### src/rtl/display_unit_if.sv
// display_unit_if -- signal bundle between the core stage and the display unit.
//
// Signals:
//   IN_value       [15:0] unsigned magnitude to show
//   IN_off_number  [2:0]  count of blanked leading digits (5..7 act as 4)
//   IN_neg_ans            show a minus sign in the rightmost blanked position
//   IN_less_than          compare flag (drives dp of digit 0 when enabled)
//   IN_zero               zero flag (drives dp of digit 1 when enabled)
//   OUT_seg        [7:0]  active-low segments {dp,g,f,e,d,c,b,a}
//   OUT_an         [3:0]  active-low digit enables, bit 3 = leftmost digit
//   OUT_busy              high while a BCD conversion is in progress
//
// Modports: master = the producer of the values (core stage / bench),
//           slave  = the display unit.
`timescale 1ns/1ps
interface display_unit_if;
  logic [15:0] IN_value;
  logic [2:0]  IN_off_number;
  logic        IN_neg_ans;
  logic        IN_less_than;
  logic        IN_zero;
  logic [7:0]  OUT_seg;
  logic [3:0]  OUT_an;
  logic        OUT_busy;

  modport master (
    output IN_value, IN_off_number, IN_neg_ans, IN_less_than, IN_zero,
    input  OUT_seg, OUT_an, OUT_busy
  );

  modport slave (
    input  IN_value, IN_off_number, IN_neg_ans, IN_less_than, IN_zero,
    output OUT_seg, OUT_an, OUT_busy
  );
endinterface

### src/rtl/display_unit.sv
// display_unit -- four-digit multiplexed seven-segment driver.
//
// Converts a 16-bit magnitude to BCD with a sequential shift-add-3 engine
// (16 cycles), then loads the four digit patterns in one cycle. The digits
// are scanned one slot at a time, leftmost first, each slot lasting SCAN_DIV
// clock cycles. Values above 9999, or a negative result with no blank
// position to hold the sign, show "E" on all four digits.
//
// Ports:
//   IN_clk    rising-edge clock
//   IN_rst_n  asynchronous active-low reset
//   bus       display_unit_if.slave (value/flags in, segments/anodes/busy out)
//
// Parameter:
//   SCAN_DIV  clock cycles per digit slot (default 50000)
//
// Optional feature, macro DISP_FLAG_DP_EN:
//   defined   -> dp of digit 0 follows IN_less_than, dp of digit 1 follows
//                IN_zero (both live, not tied to the conversion)
//   undefined -> both flags ignored, every dp stays off
`timescale 1ns/1ps
module display_unit #(
  parameter logic [15:0] SCAN_DIV = 16'd50000
) (
  input  logic         IN_clk,
  input  logic         IN_rst_n,
  display_unit_if.slave bus
);

  localparam logic [6:0] SEG_E     = 7'h06;
  localparam logic [6:0] SEG_MINUS = 7'h3F;
  localparam logic [6:0] SEG_BLANK = 7'h7F;

  typedef enum logic [1:0] {
    ST_IDLE,
    ST_CONV,
    ST_LOAD
  } state_t;

  state_t state_reg, state_next;

  // Input sample registers and the set most recently handed to the converter
  logic [15:0] value_reg;
  logic [2:0]  off_reg;
  logic        neg_reg;
  logic [15:0] last_value_reg;
  logic [2:0]  last_off_reg;
  logic        last_neg_reg;

  // Shift-add-3 engine
  logic [15:0] bin_reg;
  logic [15:0] bcd_reg;
  logic [15:0] bcd_adj;
  logic [3:0]  step_reg;

  // Displayed digit patterns, 7 bits each {g..a}, digit 0 in the low bits
  logic [27:0] digits_reg;
  logic [27:0] load_pat;

  // Scan
  logic [15:0] div_reg;
  logic [1:0]  slot_reg;

  logic        input_changed;
  logic        busy;
  logic [2:0]  off_eff;
  logic        show_err;
  logic [6:0]  seg_sel;
  logic        dp;

  function automatic logic [6:0] seg7(input logic [3:0] d);
    logic [6:0] s;
    case (d)
      4'd0:    s = 7'h40;
      4'd1:    s = 7'h79;
      4'd2:    s = 7'h24;
      4'd3:    s = 7'h30;
      4'd4:    s = 7'h19;
      4'd5:    s = 7'h12;
      4'd6:    s = 7'h02;
      4'd7:    s = 7'h78;
      4'd8:    s = 7'h00;
      4'd9:    s = 7'h10;
      default: s = SEG_BLANK;
    endcase
    return s;
  endfunction

  assign input_changed = {value_reg, off_reg, neg_reg} !=
                         {last_value_reg, last_off_reg, last_neg_reg};

  // ---------------- FSM ----------------
  always_ff @(posedge IN_clk or negedge IN_rst_n) begin
    if (!IN_rst_n) begin
      state_reg <= ST_IDLE;
    end else begin
      state_reg <= state_next;
    end
  end

  always_comb begin
    state_next = state_reg;
    busy       = 1'b0;
    case (state_reg)
      ST_IDLE: begin
        if (input_changed) begin
          state_next = ST_CONV;
        end
      end
      ST_CONV: begin
        busy = 1'b1;
        if (step_reg == 4'd15) begin
          state_next = ST_LOAD;
        end
      end
      ST_LOAD: begin
        busy       = 1'b1;
        state_next = ST_IDLE;
      end
      default: state_next = ST_IDLE;
    endcase
  end

  assign bus.OUT_busy = busy;

  // ---------------- Conversion datapath ----------------
  // Per-nibble add-3 before each left shift (double dabble). Only four BCD
  // digits are kept; anything above 9999 is shown as "E" so the lost fifth
  // digit never matters.
  genvar gi;
  generate
    for (gi = 0; gi < 4; gi++) begin : g_adj
      assign bcd_adj[gi*4 +: 4] = (bcd_reg[gi*4 +: 4] >= 4'd5) ?
                                  bcd_reg[gi*4 +: 4] + 4'd3 :
                                  bcd_reg[gi*4 +: 4];
    end
  endgenerate

  assign off_eff  = (last_off_reg > 3'd4) ? 3'd4 : last_off_reg;
  assign show_err = (last_value_reg > 16'd9999) || (last_neg_reg && (off_eff == 3'd0));

  // Position gi is blanked when gi >= 4 - off_eff; the minus sign goes in
  // the lowest blanked position (gi == 4 - off_eff).
  generate
    for (gi = 0; gi < 4; gi++) begin : g_pat
      logic [2:0] pos_sum;
      assign pos_sum = 3'(gi) + off_eff;
      assign load_pat[gi*7 +: 7] =
        show_err            ? SEG_E :
        (pos_sum >= 3'd4)   ? ((last_neg_reg && pos_sum == 3'd4) ? SEG_MINUS : SEG_BLANK) :
                              seg7(bcd_reg[gi*4 +: 4]);
    end
  endgenerate

  always_ff @(posedge IN_clk or negedge IN_rst_n) begin
    if (!IN_rst_n) begin
      value_reg      <= 16'h0;
      off_reg        <= 3'd4;
      neg_reg        <= 1'b0;
      last_value_reg <= 16'h0;
      last_off_reg   <= 3'd4;
      last_neg_reg   <= 1'b0;
      bin_reg        <= 16'h0;
      bcd_reg        <= 16'h0;
      step_reg       <= 4'd0;
      digits_reg     <= {4{SEG_BLANK}};
    end else begin
      // Sampling runs every cycle; changes arriving during a conversion are
      // picked up by the comparison as soon as the FSM is back in IDLE.
      value_reg <= bus.IN_value;
      off_reg   <= bus.IN_off_number;
      neg_reg   <= bus.IN_neg_ans;

      case (state_reg)
        ST_IDLE: begin
          if (input_changed) begin
            last_value_reg <= value_reg;
            last_off_reg   <= off_reg;
            last_neg_reg   <= neg_reg;
            bin_reg        <= value_reg;
            bcd_reg        <= 16'h0;
            step_reg       <= 4'd0;
          end
        end
        ST_CONV: begin
          bcd_reg  <= {bcd_adj[14:0], bin_reg[15]};
          bin_reg  <= {bin_reg[14:0], 1'b0};
          step_reg <= step_reg + 4'd1;
        end
        ST_LOAD: begin
          digits_reg <= load_pat;
        end
        default: ;
      endcase
    end
  end

  // ---------------- Scan ----------------
  always_ff @(posedge IN_clk or negedge IN_rst_n) begin
    if (!IN_rst_n) begin
      div_reg  <= 16'h0;
      slot_reg <= 2'd3;
    end else if (div_reg == SCAN_DIV - 16'd1) begin
      div_reg  <= 16'h0;
      slot_reg <= slot_reg - 2'd1;   // 3 -> 2 -> 1 -> 0 -> 3
    end else begin
      div_reg <= div_reg + 16'd1;
    end
  end

  always_comb begin
    seg_sel = SEG_BLANK;
    case (slot_reg)
      2'd0: seg_sel = digits_reg[6:0];
      2'd1: seg_sel = digits_reg[13:7];
      2'd2: seg_sel = digits_reg[20:14];
      2'd3: seg_sel = digits_reg[27:21];
      default: seg_sel = SEG_BLANK;
    endcase
  end

`ifdef DISP_FLAG_DP_EN
  assign dp = ~(((slot_reg == 2'd0) && bus.IN_less_than) ||
                ((slot_reg == 2'd1) && bus.IN_zero));
`else
  logic unused_flags;
  assign unused_flags = bus.IN_less_than ^ bus.IN_zero;
  assign dp = 1'b1;
`endif

  assign bus.OUT_seg = {dp, seg_sel};
  assign bus.OUT_an  = ~(4'b0001 << slot_reg);

endmodule

### src/flat_wrapper.sv
// flat-port wrapper written by rule: the top's interface ports become plain ports
module display_unit_flat 
#(
  parameter logic [15:0] SCAN_DIV = 16'd50000
)
  (IN_clk, IN_rst_n, bus_IN_value, bus_IN_off_number, bus_IN_neg_ans, bus_IN_less_than, bus_IN_zero, bus_OUT_seg, bus_OUT_an, bus_OUT_busy);
  display_unit_if bus_i ();
  input  logic IN_clk;
  input  logic IN_rst_n;
  input wire logic [$bits(bus_i.IN_value)-1:0] bus_IN_value;
  input wire logic [$bits(bus_i.IN_off_number)-1:0] bus_IN_off_number;
  input wire logic [$bits(bus_i.IN_neg_ans)-1:0] bus_IN_neg_ans;
  input wire logic [$bits(bus_i.IN_less_than)-1:0] bus_IN_less_than;
  input wire logic [$bits(bus_i.IN_zero)-1:0] bus_IN_zero;
  output wire logic [$bits(bus_i.OUT_seg)-1:0] bus_OUT_seg;
  output wire logic [$bits(bus_i.OUT_an)-1:0] bus_OUT_an;
  output wire logic [$bits(bus_i.OUT_busy)-1:0] bus_OUT_busy;
  assign bus_i.IN_value = bus_IN_value;
  assign bus_i.IN_off_number = bus_IN_off_number;
  assign bus_i.IN_neg_ans = bus_IN_neg_ans;
  assign bus_i.IN_less_than = bus_IN_less_than;
  assign bus_i.IN_zero = bus_IN_zero;
  assign bus_OUT_seg = bus_i.OUT_seg;
  assign bus_OUT_an = bus_i.OUT_an;
  assign bus_OUT_busy = bus_i.OUT_busy;
  display_unit #(.SCAN_DIV(SCAN_DIV)) u_core (.IN_clk(IN_clk), .IN_rst_n(IN_rst_n), .bus(bus_i));
endmodule
### config.mk
export PLATFORM = sky130hd
export DESIGN_NAME = display_unit_flat
export DESIGN_NICKNAME = d
export VERILOG_FILES = /design/src/rtl/display_unit_if.sv /design/src/rtl/display_unit.sv /design/src/flat_wrapper.sv
export SDC_FILE = /design/constraint.sdc
export NUM_CORES = 1
export LEC_CHECK = 0
export BUFFER_PORTS_ARGS = -buffer_cell sky130_fd_sc_hd__buf_2
export CORE_ASPECT_RATIO = 0.75
export CORE_MARGIN = 1
export CORE_UTILIZATION = 60
export DETAILED_ROUTE_END_ITERATION = 10
export PLACE_DENSITY_LB_ADDON = 0.3
export RECOVER_POWER = 50
export REMOVE_ABC_BUFFERS = 1
export SLEW_MARGIN = 20
export SYNTH_ARGS = -nofsm -noshare
export SYNTH_HDL_FRONTEND = slang
export SYNTH_SLANG_ARGS = --single-unit
### constraint.sdc
create_clock -name IN_clk -period 2.5 [get_ports IN_clk]
set_clock_uncertainty 0.05 [all_clocks]
set_input_delay 0.125 -clock IN_clk [delete_from_list [all_inputs] [get_ports IN_clk]]
set_output_delay 0.125 -clock IN_clk [all_outputs]
set_load 0.02 [all_outputs]
# [Word-level counts from Yosys, hierarchy flattened]
# Memories as Yosys holds them, arrays and structs flattened.
# Index checks and enable logic that the tools add are counted.
[op_classes] add_sub_neg=10 magnitude_cmp=10 n_eq_ne=14 n_shift=1 mux=29 n_bitwise=1 reduce_logical=14
[op_table] op="$mux 7" count=12
[op_table] op="$pmux 16 s2" count=2
[op_table] op="$mux 16" count=3
[op_table] op="$pmux 7 s4" count=1
[op_table] op="$ne 20x20->1" count=1
[op_table] op="$add 16x1->16 const B" count=1
[op_table] op="$eq 16x16->1 const B" count=1
[op_table] op="$ge 4x3->1 const B" count=4
[op_table] op="$gt 16x14->1 const B" count=1
[op_table] op="$mux 4" count=4
[op_table] op="$add 4x2->4 const B" count=3
[op_table] op="$eq 3x3->1 const B" count=4
[op_table] op="$ge 3x3->1 const B" count=4
[op_table] op="$pmux 4 s2" count=1
[op_table] op="$add 2x3->3 const A" count=2
[op_table] op="$eq 2x2->1 const B" count=3
[op_table] op="$mux 3" count=2
[op_table] op="$reduce_and 2->1" count=3
[op_table] op="$logic_and 1x1->1" count=5
[op_table] op="$add 4x1->4 const B" count=1
[op_table] op="$eq 2x1->1 const B" count=2
[op_table] op="$eq 4x4->1 const B" count=1
[op_table] op="$logic_not 2->1" count=2
[op_table] op="$mux 2" count=2
[op_table] op="13 further kinds" count=14
[word_totals] ff_bits=124 romBits=448 input_bits=24 wordCells=96 mem_count=4
[mem_list] memory="(name not given)" words=16 word_bits=7 rd=1 rd_clocked_by_memory_dff=0 write_ports=0 line_no="display_unit.sv:73" text="case (d)"
[mem_list] memory="(name not given)" words=16 word_bits=7 rd=1 rd_clocked_by_memory_dff=0 write_ports=0 line_no="display_unit.sv:73"
[mem_list] memory="(name not given)" words=16 word_bits=7 rd=1 rd_clocked_by_memory_dff=0 write_ports=0 line_no="display_unit.sv:73"
[mem_list] memory="(name not given)" words=16 word_bits=7 rd=1 rd_clocked_by_memory_dff=0 write_ports=0 line_no="display_unit.sv:73"

# [Depth between registers and ports, before layout]
[depth] ltp_word=8 mapped_depth=9 depth_no_buf=8

# [Worst setup path before layout]
# OpenSTA, ideal clock, no wires.
[synth_path] path_kind="register to register" from="reg u_core.last_off_reg[0]" to="reg u_core.last_value_reg[10]" arrival_time_ps=1809 required_ps=2323 setup_slack_ps=513 path_stages_with_launch=8 path_buffers=2 synth_period_minus_slack_ps=1987 cell_sequence="dfrtp_1 buf_2 xor2_1 nor4_2 nand3_1 o21ai_4 buf_6 mux2_1"
[synth_via] elab_chain_len=2
[synth_lines] element="start, declared" line_no="display_unit.sv:47" text="logic [2:0] last_off_reg;"
[synth_lines] element="start signal, assigned" line_no="display_unit.sv:178" text="last_off_reg <= off_reg;"
[synth_lines] element="$ne 20x20->1" line_no="display_unit.sv:89" text="assign input_changed = {value_reg, off_reg, neg_reg} !="
[synth_lines] element="$reduce_and 2->1 (no source line)"
[synth_lines] element="end signal, assigned" line_no="display_unit.sv:177" text="last_value_reg <= value_reg;"
[synth_lines] element="end, declared" line_no="display_unit.sv:46" text="logic [15:0] last_value_reg;"
# No other way between the ends.
# A chain may end at the register's enable or synchronous reset.

# [Final worst setup path]
[layout_path] from="reg u_core.last_off_reg[2]" to="reg u_core.step_reg[0]"
[layout_via] elab_chain_len=3
[layout_lines] element="$ne 20x20->1" line_no="display_unit.sv:89"
[layout_lines] element="$ne 2x1->1 (no source line)"
[layout_lines] element="$reduce_and 2->1 (no source line)"
[layout_lines] element="end signal, assigned" line_no="display_unit.sv:188" text="step_reg <= step_reg + 4'd1;"
[layout_lines] element="end, declared" line_no="display_unit.sv:54" text="logic [3:0] step_reg;"
# No other way between the ends.

==> metrics.cfg <==
[status]
status=finished clean

[floorplanning]
core_area_mm2=0.0104
dieArea_mm2=0.0112
initial_core_util=0.623
num_rows=32
pin_count=37
die-width_um=122
die_h_um=91.8

[critical_path]
crit_chain=xor2_1, nor4_1, buf_4, and2_1, nand3_1, o21ai_2, mux2_2
worst-path-buf-inv=1
setup.worst_path.start=u_core.last_off_reg[2]
path_max_fanout=18
crit_slowest_cell=dfstp_2
cp.required_ns=2.81
critical_path.max_stage_delay_ns=0.54
r2r_start=u_core.last_off_reg[2]
startpoint_type=register
crit_type=register to register
end_kind=register
crit_arrival_ns=2.66
path_delay_family=simple AND/OR/NAND/NOR gates

[cts]
cts-root-buf=clkbuf_16
clk_latency_ns=0.43
h-tree-depth=4
path_clk_slew_ns=0.06
cts_tree=built
cts-resized-gates=0
cts_buffers=17
cts_buffer_depth=2
clkSinkCount=124

[power]
irDropWorstVdd_mv=0.712
leakage_uw=0.00328
p_per_area_mw_per_mm2=1250

[placement]
port_buffers=33
place_hpwl_mm=9.55
place_congestion=0.883
dp.cells=792

[global_route]
grt_pass1_vias=4982
grt_max_degree=50
track_usage=0.287
antenna_found_initial=0
gr-total-overflow=0
grt_pass1_wl_mm=24.5

[timing]
rsz0062_at_grt=false
worst_pin_slew_ns=1.24
setup_viol=0
fin_setup_tns_ns=0
fmax_ghz=0.425
maxSlewViolCount=0
fin_crit_sh=0.941
fin_crit_ns=2.35
hold_violations=0
relSlewSlack=0.170

[synth]
synth_cells=641
ys_ff_latch=124
async_flop_share=1.00
syn-cell-area_mm2=0.00646
yosys.area.top_type=dfrtp_1
synth_common_cells=dfrtp_1, nor2_1, o21ai_0
synthTopCellsByArea=dfrtp_1, dfstp_2, ha_1
synth.distinct_cells=50
yosysSeqAreaShare=0.487
synth.most_common_cell=dfrtp_1
synth_area_per_cell_um2=10.1
synth_edf_count=0
yosysWarnings=0
synth_top_cell_area_share=0.357
synth_flop_cell=dfrtp_1

[layout]
instances_no_fill=845
drive_gt1_frac=0.186
diodes=0
multi_input_area_mm2=0.00296
fillCellCount=696
syn_to_final_growth_pct=17.0
seq_area_mm2=0.00314
finalNetCount=755
largest_register_ffs=28

[routing]
ant_nets=0
drt_pass1_iterations=9
via_per_inst=5.99
drc=0
wire_per_inst_um=17.5
drt_iter0_markers=419
vias=5059
wirelength_mm=14.8

[hold_path]
hp-start=bus_IN_value[3]
hp-class=input port to register

[run]
drv_cap=0

## layout make-up
type | instances | area share
inverter | 47 | 0.0234
multi-input combinational | 433 | 0.391
sequential | 124 | 0.416
clock buffer | 18 | 0.0581
tap | 136 | 0.0225
clock inverter | 14 | 0.0210
timing repair buffer | 73 | 0.0676
## what timing repair did
item | in CTS | in global routing
setup buffers | 0 | 0
hold endpoints to repair | 56 | 0
hold buffers | 21 | 0
endpoints found under the setup margin | 0 | 0
## worst reg2reg max path, stage by stage (launching register included)
cell     delay (ns)
dfstp_2        0.54
xor2_1         0.07
nor4_1         0.35
buf_4          0.18
and2_1         0.15
nand3_1        0.25
o21ai_2        0.41
mux2_2         0.29
## layer usage
metal	vias to the layer above	global-route usage	wire (µm)
li1	2365	-	-
met5	-	0	0
met4	0	0.116	269
met3	31	0.0746	844
met2	180	0.440	6950
met1	2483	0.387	6720
## placed cells by master, fill, tap and decap left out, drive strengths merged, types with 28 or more instances in the layout
cell type | synthesis | routed
dfstp | 32 | 32
a21oi | 48 | 48
ha | 35 | 35
xor2 | 33 | 33
buf | 12 | 48
inv | 47 | 53
nor2 | 56 | 56
o21ai | 53 | 53
nand2 | 28 | 28
dfrtp | 92 | 92
o22ai | 36 | 36
## final timing paths
check,slack [ns],endpoint,cells after the start
setup / recovery,0.15,u_core.step_reg[0],7
hold / removal,0.29,u_core.value_reg[3],2
setup reg to reg,0.15,u_core.step_reg[0],7
hold reg to reg,0.44,u_core.digits_reg[13],2
max in group asynchronous,0.58,u_core.div_reg[10],3
min in group asynchronous,0.46,u_core.bin_reg[8],2
## power by group
group          internal (µW)  switching, µW
Clock                   1510            968
Sequential              2740            680
Combinational           1470           2030
Total                   5720           3680
## through the flow
step,cell area [µm²],worst slack (ns),total power [µW],utilization,hold WS (ns)
after detailed placement,6770,0.140,6780,0.653,0.149
after floorplan,6280,0.128,5720,-,-0.221
after global placement,6770,0.251,6610,0.653,0.150
final,7550,0.148,9410,0.729,0.288
after CTS,7580,0.132,9360,0.731,0.245
after global routing,7550,0.00633,10000,0.729,0.278
## cell families (layout without fill, tap and decap cells)
logic type	Yosys count	in the layout	synth area share
and+or+nand+nor	142	142	0.104
muxes	33	33	0.0554
adders and majority gates	35	35	0.0678
other	1	1	0.000581
AOI/OAI and AO/OA	181	181	0.174
DFF	124	124	0.487
xor gates and xnor gates	41	41	0.0556
buffers and inverters	84	152	0.0554
Power figures use the tool's default switching activity.
